==> config.mk <==
export PLATFORM = sky130hd
export DESIGN_NAME = id_ex_stage
export DESIGN_NICKNAME = d
export VERILOG_FILES = /design/src/rtl/mips_pkg.sv /design/src/rtl/hazard_detect.sv /design/src/rtl/id_ex_stage.sv
export SDC_FILE = /design/constraint.sdc
export NUM_CORES = 1
export LEC_CHECK = 0
export CAP_MARGIN = 20
export CORE_MARGIN = 5
export CORE_UTILIZATION = 45
export DETAILED_ROUTE_END_ITERATION = 6
export HOLD_SLACK_MARGIN = 0.15
export PLACE_DENSITY_LB_ADDON = 0.25
export SETUP_SLACK_MARGIN = 0.4
export SLEW_MARGIN = 20
export SYNTH_ARGS = -nofsm -noshare
export SYNTH_HDL_FRONTEND = slang
export SYNTH_SLANG_ARGS = --single-unit
==> constraint.sdc <==
create_clock -name clk -period 3.9 [get_ports clk]
set_clock_uncertainty 0.15 [all_clocks]
set_input_delay 0.585 -clock clk [delete_from_list [all_inputs] [get_ports clk]]
set_output_delay 0.585 -clock clk [all_outputs]
set_load 0.03 [all_outputs]
==> src/rtl/mips_pkg.sv <==
// Shared MIPS core definitions: control bundle layout, ALU op encodings, register constants.
package mips_pkg;

  localparam int CTRL_W = 8;

  // Bit offsets inside the control bundle {reg_write, mem_read, mem_write, mem_to_reg, alu_src, reg_dst, alu_op[1:0]}
  localparam int CTRL_ALU_OP_LO  = 0;
  localparam int CTRL_REG_DST    = 2;
  localparam int CTRL_ALU_SRC    = 3;
  localparam int CTRL_MEM_TO_REG = 4;
  localparam int CTRL_MEM_WRITE  = 5;
  localparam int CTRL_MEM_READ   = 6;
  localparam int CTRL_REG_WRITE  = 7;

  typedef enum logic [1:0] {
    ALU_ADD   = 2'b00,
    ALU_SUB   = 2'b01,
    ALU_FUNCT = 2'b10,
    ALU_OR    = 2'b11
  } alu_op_e;

  localparam logic [4:0] REG_ZERO = 5'd0;

  typedef struct packed {
    logic    reg_write;
    logic    mem_read;
    logic    mem_write;
    logic    mem_to_reg;
    logic    alu_src;
    logic    reg_dst;
    alu_op_e alu_op;
  } ctrl_t;

endpackage

==> src/rtl/hazard_detect.sv <==
// Load-use hazard detection between the instruction in EX and the one in ID.
import mips_pkg::*;

module hazard_detect #(
  parameter int ADDR_W = 5
) (
  input  logic              ex_valid,
  input  logic              ex_mem_read,
  input  logic [ADDR_W-1:0] ex_dst,
  input  logic              id_valid,
  input  logic [ADDR_W-1:0] id_rs,
  input  logic [ADDR_W-1:0] id_rt,
  input  logic              flush,
  input  logic              stall_in,
  output logic              lu,
  output logic              id_stall
);

  assign lu = ex_valid && ex_mem_read && (ex_dst != ADDR_W'(REG_ZERO)) && id_valid &&
              ((ex_dst == id_rs) || (ex_dst == id_rt));

  // A taken branch kills the dependent instruction, so no need to hold ID for it
  assign id_stall = stall_in || (lu && !flush);

endmodule

==> src/rtl/id_ex_stage.sv <==
// ID/EX pipeline register with WB->ID bypass, load-use bubble insertion and downstream hold.
// Optional feature macro: ID_WB_BYPASS_EN (WB->ID operand bypass).
import mips_pkg::*;

module id_ex_stage #(
  parameter int DATA_W = 32,
  parameter int ADDR_W = 5,
  parameter int CTRL_W = mips_pkg::CTRL_W
) (
  input  logic              clk,
  input  logic              rst_n,
  input  logic              id_valid,
  input  logic [ADDR_W-1:0] id_rs,
  input  logic [ADDR_W-1:0] id_rt,
  input  logic [ADDR_W-1:0] id_rd,
  input  logic [DATA_W-1:0] id_rdata1,
  input  logic [DATA_W-1:0] id_rdata2,
  input  logic [DATA_W-1:0] id_imm,
  input  logic [CTRL_W-1:0] id_ctrl,
  input  logic              wb_write,
  input  logic [ADDR_W-1:0] wb_addr,
  input  logic [DATA_W-1:0] wb_data,
  input  logic              flush,
  input  logic              stall_in,
  output logic              id_stall,
  output logic              ex_valid,
  output logic [ADDR_W-1:0] ex_rs,
  output logic [ADDR_W-1:0] ex_rt,
  output logic [ADDR_W-1:0] ex_dst,
  output logic [DATA_W-1:0] ex_a,
  output logic [DATA_W-1:0] ex_b,
  output logic [DATA_W-1:0] ex_imm,
  output logic [CTRL_W-1:0] ex_ctrl
);

  typedef struct packed {
    logic              valid;
    logic [ADDR_W-1:0] rs;
    logic [ADDR_W-1:0] rt;
    logic [ADDR_W-1:0] dst;
    logic [DATA_W-1:0] a;
    logic [DATA_W-1:0] b;
    logic [DATA_W-1:0] imm;
    logic [CTRL_W-1:0] ctrl;
  } ex_t;

  ex_t               ex_q, ex_d;
  logic              lu;
  logic [DATA_W-1:0] opa, opb;

`ifdef ID_WB_BYPASS_EN
  // Register file writes on the same edge we capture on, so forward the write-back value here
  assign opa = (wb_write && wb_addr != ADDR_W'(REG_ZERO) && wb_addr == id_rs) ? wb_data : id_rdata1;
  assign opb = (wb_write && wb_addr != ADDR_W'(REG_ZERO) && wb_addr == id_rt) ? wb_data : id_rdata2;
`else
  logic unused_wb;
  assign unused_wb = ^{wb_write, wb_addr, wb_data};
  assign opa = id_rdata1;
  assign opb = id_rdata2;
`endif

  hazard_detect #(.ADDR_W(ADDR_W)) u_hazard (
    .ex_valid    (ex_q.valid),
    .ex_mem_read (ex_q.ctrl[CTRL_MEM_READ]),
    .ex_dst      (ex_q.dst),
    .id_valid    (id_valid),
    .id_rs       (id_rs),
    .id_rt       (id_rt),
    .flush       (flush),
    .stall_in    (stall_in),
    .lu          (lu),
    .id_stall    (id_stall)
  );

  always_comb begin
    ex_d       = '0;
    ex_d.valid = id_valid;
    ex_d.rs    = id_rs;
    ex_d.rt    = id_rt;
    ex_d.dst   = id_ctrl[CTRL_REG_DST] ? id_rd : id_rt;
    ex_d.a     = opa;
    ex_d.b     = opb;
    ex_d.imm   = id_imm;
    ex_d.ctrl  = id_valid ? id_ctrl : '0;
  end

  // Priority: downstream hold, then flush/load-use bubble, then capture
  always_ff @(posedge clk or negedge rst_n) begin
    if (!rst_n)              ex_q <= '0;
    else if (stall_in)       ex_q <= ex_q;
    else if (flush || lu)    ex_q <= '0;
    else                     ex_q <= ex_d;
  end

  assign ex_valid = ex_q.valid;
  assign ex_rs    = ex_q.rs;
  assign ex_rt    = ex_q.rt;
  assign ex_dst   = ex_q.dst;
  assign ex_a     = ex_q.a;
  assign ex_b     = ex_q.b;
  assign ex_imm   = ex_q.imm;
  assign ex_ctrl  = ex_q.ctrl;

endmodule
==> Word-level counts from Yosys, hierarchy flattened <==
Index checks and enable logic that the tools add are counted.
{ "classes": {"n_eq_ne": 2, "mux": 3, "reduce_logical": 10} }
{ "ops": {"columns": ["operator", "n"], "rows": [
  ["120-bit 2-to-1 mux", 1],
  ["5-bit equality test", 2],
  ["8-bit 2-to-1 mux", 1],
  ["1-bit logical AND", 5],
  ["5-bit 2-to-1 mux", 1],
  ["5-bit nonzero test", 1],
  ["1-bit logical OR", 3],
  ["1-bit logical NOT", 1]
]} }
{ "totals": {"register_bits": 120, "input_bits": 162, "output_inout_bits": 121, "wordCells": 23} }

==> Logic depth before layout (Yosys ltp) <==
{ "depth": {"word_depth": 6, "ltp_mapped": 6} }

==> By module <==
From an unflattened synthesis, not the netlist that was laid out.
{ "hier_totals": {"hier_cells": 300, "hier_area_um2": 4445.5} }
{ "modules_own_cells": {"columns": ["module", "n_inst", "cells_each", "area_per_inst_um2", "seq_area_each_um2"], "rows": [
  ["id_ex_stage", 1, 279, 4281.6, 3002.9],
  ["hazard_detect", 1, 21, 163.9, 0.0]
]} }

==> Worst setup path before layout <==
OpenSTA, ideal clock, no wires.
{ "synth_timing": {"kind": "register to output", "start": "reg ex_q, in the netlist ex_dst[2]", "end": "out id_stall", "arrival_time_ns": 1.822, "required_time_ns": 3.165, "path_slack_ns": 1.343, "path_stages_with_launch": 6, "n_path_buf": 1, "path_cell_list": "dfrtp_1 -> or4_1 -> o2111ai_2 -> buf_6 -> nor2_1 -> a21o_1"} }
{ "synth_via": {"elab_chain_len": 6, "word_cells_on_any_way": 9, "cone_classes": "eq/ne (2); reduce/logical (7)"} }
{ "synth_lines": {"columns": ["item", "line_no", "rtl"], "rows": [
  ["start, declared", "id_ex_stage.sv:47", "ex_t ex_q, ex_d;"],
  ["start signal, assigned", "id_ex_stage.sv:90", "else if (stall_in) ex_q <= ex_q;"],
  ["5-bit nonzero test", "hazard_detect.sv:19", "assign lu = ex_valid && ex_mem_read && (ex_dst != ADDR_W'(REG_ZERO)) && id_valid &&"],
  ["1-bit logical AND (2 in series)", "hazard_detect.sv:19", null],
  ["1-bit logical AND *", "hazard_detect.sv:19", null],
  ["1-bit logical AND *", "hazard_detect.sv:23", "assign id_stall = stall_in || (lu && !flush);"],
  ["1-bit logical OR *", "hazard_detect.sv:23", null],
  ["end, declared", "id_ex_stage.sv:25", "output logic id_stall,"]
]} }
Mark *: on every way between the ends. The rest lies on a longest branch, timed or not.

==> Final worst setup path <==
Same ends and word-level chain as after synthesis.

==> impl_metrics.py <==
metrics = {
    "status": {
        "status": "completed",
    },
    "critical_path": {
        "rr_startpoint": "ex_dst[2]",
        "critical_path_class": "reg2out",
        "cp-end-kind": "primary output",
        "start_kind": "flip-flop",
        "crit_fanout": 5,
        "cp_cell_sequence": "or4_1 > o2111ai_4 > nor2_1 > a21o_1 > clkdlybuf4s50_1",
        "crit_arrival_ns": 2.58,
        "crit_start": "ex_dst[2]",
        "slowest_delay_ns": 0.61,
        "cp_data_required_time_ns": 3.16,
        "cp_slowest_cell": "or4_1",
    },
    "global_routing": {
        "grt_pass1_vias": 6243,
        "use_met1_pct": 27.6,
        "grt_util_all_layers_pct": 22.3,
        "grt_max_degree": 205,
        "met3_usage_pct": 7.99,
        "antenna_found_initial": 0,
        "grtUsageMet2_pct": 35.8,
        "busiest_layer": "met2",
        "grt_pass1_wl_mm": 32.6,
        "gr-total-overflow": 0,
    },
    "clock_network": {
        "cts_max_level": 4,
        "numCtsBuffers": 17,
        "clock_path_buffers": 2,
        "clkSinkCount": 120,
        "cts.clk_slew.worst_paths_ns": 0.05,
        "post-cts-setup-buffers": 0,
        "cts_resized": 0,
        "cts_tree": "yes",
        "root_buffer": "clkbuf_16",
        "insertion_delay_ns": 0.41,
        "postCtsHoldBufs": 0,
    },
    "drt": {
        "avgRoutedWirePerCell_um": 19.1,
        "vias_per_cell": 5.95,
        "routed_wl_mm": 20.7,
        "drt_iter0_drc": 508,
        "dr.pass1.iters": 6,
        "postRouteAntennaNets": 0,
        "vias": 6441,
        "drc": 0,
    },
    "placed_design": {
        "dp_hpwl_mm": 13.2,
        "gp_congestion": 0.800,
        "pre_cts_slack_ns": 0.744,
        "dp_cells": 1052,
        "port_buffers": 244,
    },
    "pwr": {
        "power.leakage_nw": 3.60,
        "p_per_area_nw_per_um2": 447,
        "ir_drop_mv": 0.318,
        "power_mw": 4.43,
    },
    "synth": {
        "syn_inst": 701,
        "synthesis.area_um2": 6910,
        "synth.net_count": 863,
        "ys_types": 24,
        "synth_seq_area_share_pct": 43.5,
        "yosys_warnings": 0,
        "ys_ff_latch": 120,
        "synth.avg_cell_area_um2": 9.85,
    },
    "timing": {
        "slew_violations": 0,
        "fin_tns_setup_ns": 0,
        "setup_viol": 0,
        "fin_crit_sh_pct": 85.0,
        "max_freq_mhz": 302,
        "finalHoldViolations": 0,
        "maxSlewHeadroom_pct": 28.4,
        "tightest_slew_ns": 1.07,
        "whs_ns": 0.155,
        "rsz0062_at_grt": "no",
        "period_minus_slack_ns": 3.32,
        "timing.final.ws_setup_ns": 0.584,
    },
    "die": {
        "coreArea_um2": 15100,
        "start_util_pct": 45.6,
        "fp.dieH_um": 134,
        "fp.dieW_um": 134,
        "rows": 45,
        "ioPinCount": 283,
        "die_area_um2": 17900,
    },
    "finish": {
        "stdcell_count": 1083,
        "mostFrequentLayoutCells": "clkdlybuf4s50_1, dfrtp_1, nor3b_1, a22oi_1, or3b_2",
        "fillers": 1181,
        "n_antenna_cell": 0,
        "areaGrowthSynthToFinish_pct": 43.3,
        "multi_input_area_um2": 3510,
        "register_area_um2": 3000,
        "final_nets": 1045,
        "drive_gt1_share_pct": 16.3,
        "layout_commonest_cell": "clkdlybuf4s50_1",
    },
    "hold_path": {
        "hold_path.class": "in2async",
    },
    "run": {
        "max-cap-violations": 0,
    },
}
## worst paths after layout
| kind | cells after the start | to | slack (ns) |
|---|---|---|---|
| setup / recovery | 5 | id_stall | 0.58 |
| hold / removal | 1 | ex_rs[4] | 0.16 |
| setup reg to reg | 6 | ex_rs[1] | 0.72 |
| hold reg to reg | 2 | ex_rs[4] | 0.36 |
| max in group asynchronous | 2 | ex_a[14] | 2.61 |
| min in group clk | 2 | ex_rs[4] | 0.36 |
## state kept, by name, summed over array words and instances (netlist names)
name,count
ex_a,32
ex_b,32
ex_ctrl,8
ex_dst,5
ex_imm,32
ex_rs,5
ex_rt,5
ex_valid,1
## per-layer routing
layer / wire length (um) / share of wire [%] / vias to the layer above
met1: 8370 / 40 / 3180
met5: 0 / 0 / -
met3: 1740 / 8.4 / 39
met4: 564 / 2.7 / 0
li1: - / - / 3005
met2: 10000 / 48 / 217
## critical path: cells and delay by family, from the launching register on
family	cells	cell delay (ns)
AO/OA/AOI/OAI	2	0.40
buffers and inverters	1	0.60
flip-flops	1	0.47
AND/OR/NAND/NOR	2	0.69
## report_power, final
| group | internal [mW] | switching, mW |
|---|---|---|
| Sequential | 1.41 | 0.110 |
| Clock | 1.06 | 0.567 |
| Combinational | 0.573 | 0.712 |
| Total | 3.04 | 1.39 |
## cells in the mapped netlist
library cell    n  area [um2]
a21o_1          1        7.51
a22oi_1       104         781
a32oi_1        16         140
buf_1           8        30.0
buf_2           4        20.0
buf_4           1        7.51
buf_6          10         113
clkbuf_1       67         251
dfrtp_1       120        3000
mux2_2          5        56.3
nand2_1        18        67.6
nand2b_1        1        6.26
nand3_1         2        10.0
nand3b_1        8        60.1
nor2_1          2        7.51
nor2b_1         1        6.26
nor3b_1       104         781
o2111ai_2       1        15.0
o21ai_0        94         470
o21ai_1        26         130
o22ai_1         1        6.26
or3b_2         96         841
or4_1           1        7.51
xnor2_1        10        87.6
## per-stage QoR
stage          instance area (um2)  util (%)
2_1_floorplan                 6910         -
3_3_place_gp                  9280      61.3
3_5_place_dp                  9280      61.3
4_1_cts                       9890      65.3
5_1_grt                       9900      65.4
6_report                      9900      65.4
## cell families after synthesis
family	synth area share [%]
AOI/OAI and AO/OA	22.4
and+or+nand+nor	25.9
DFF	43.5
buffers and inverters	6.11
xor gates and xnor gates	1.27
muxes	0.815
## final cells by class
cell class / instances / share of cell area (%)
Sequential cell: 120 / 30.3
Clock inverter: 13 / 1.82
Multi-Input combinational cell: 491 / 35.5
Clock buffer: 18 / 4.34
Timing Repair Buffer: 253 / 25.6
Tap cell: 188 / 2.38
(Power assumes the default switching activity.)
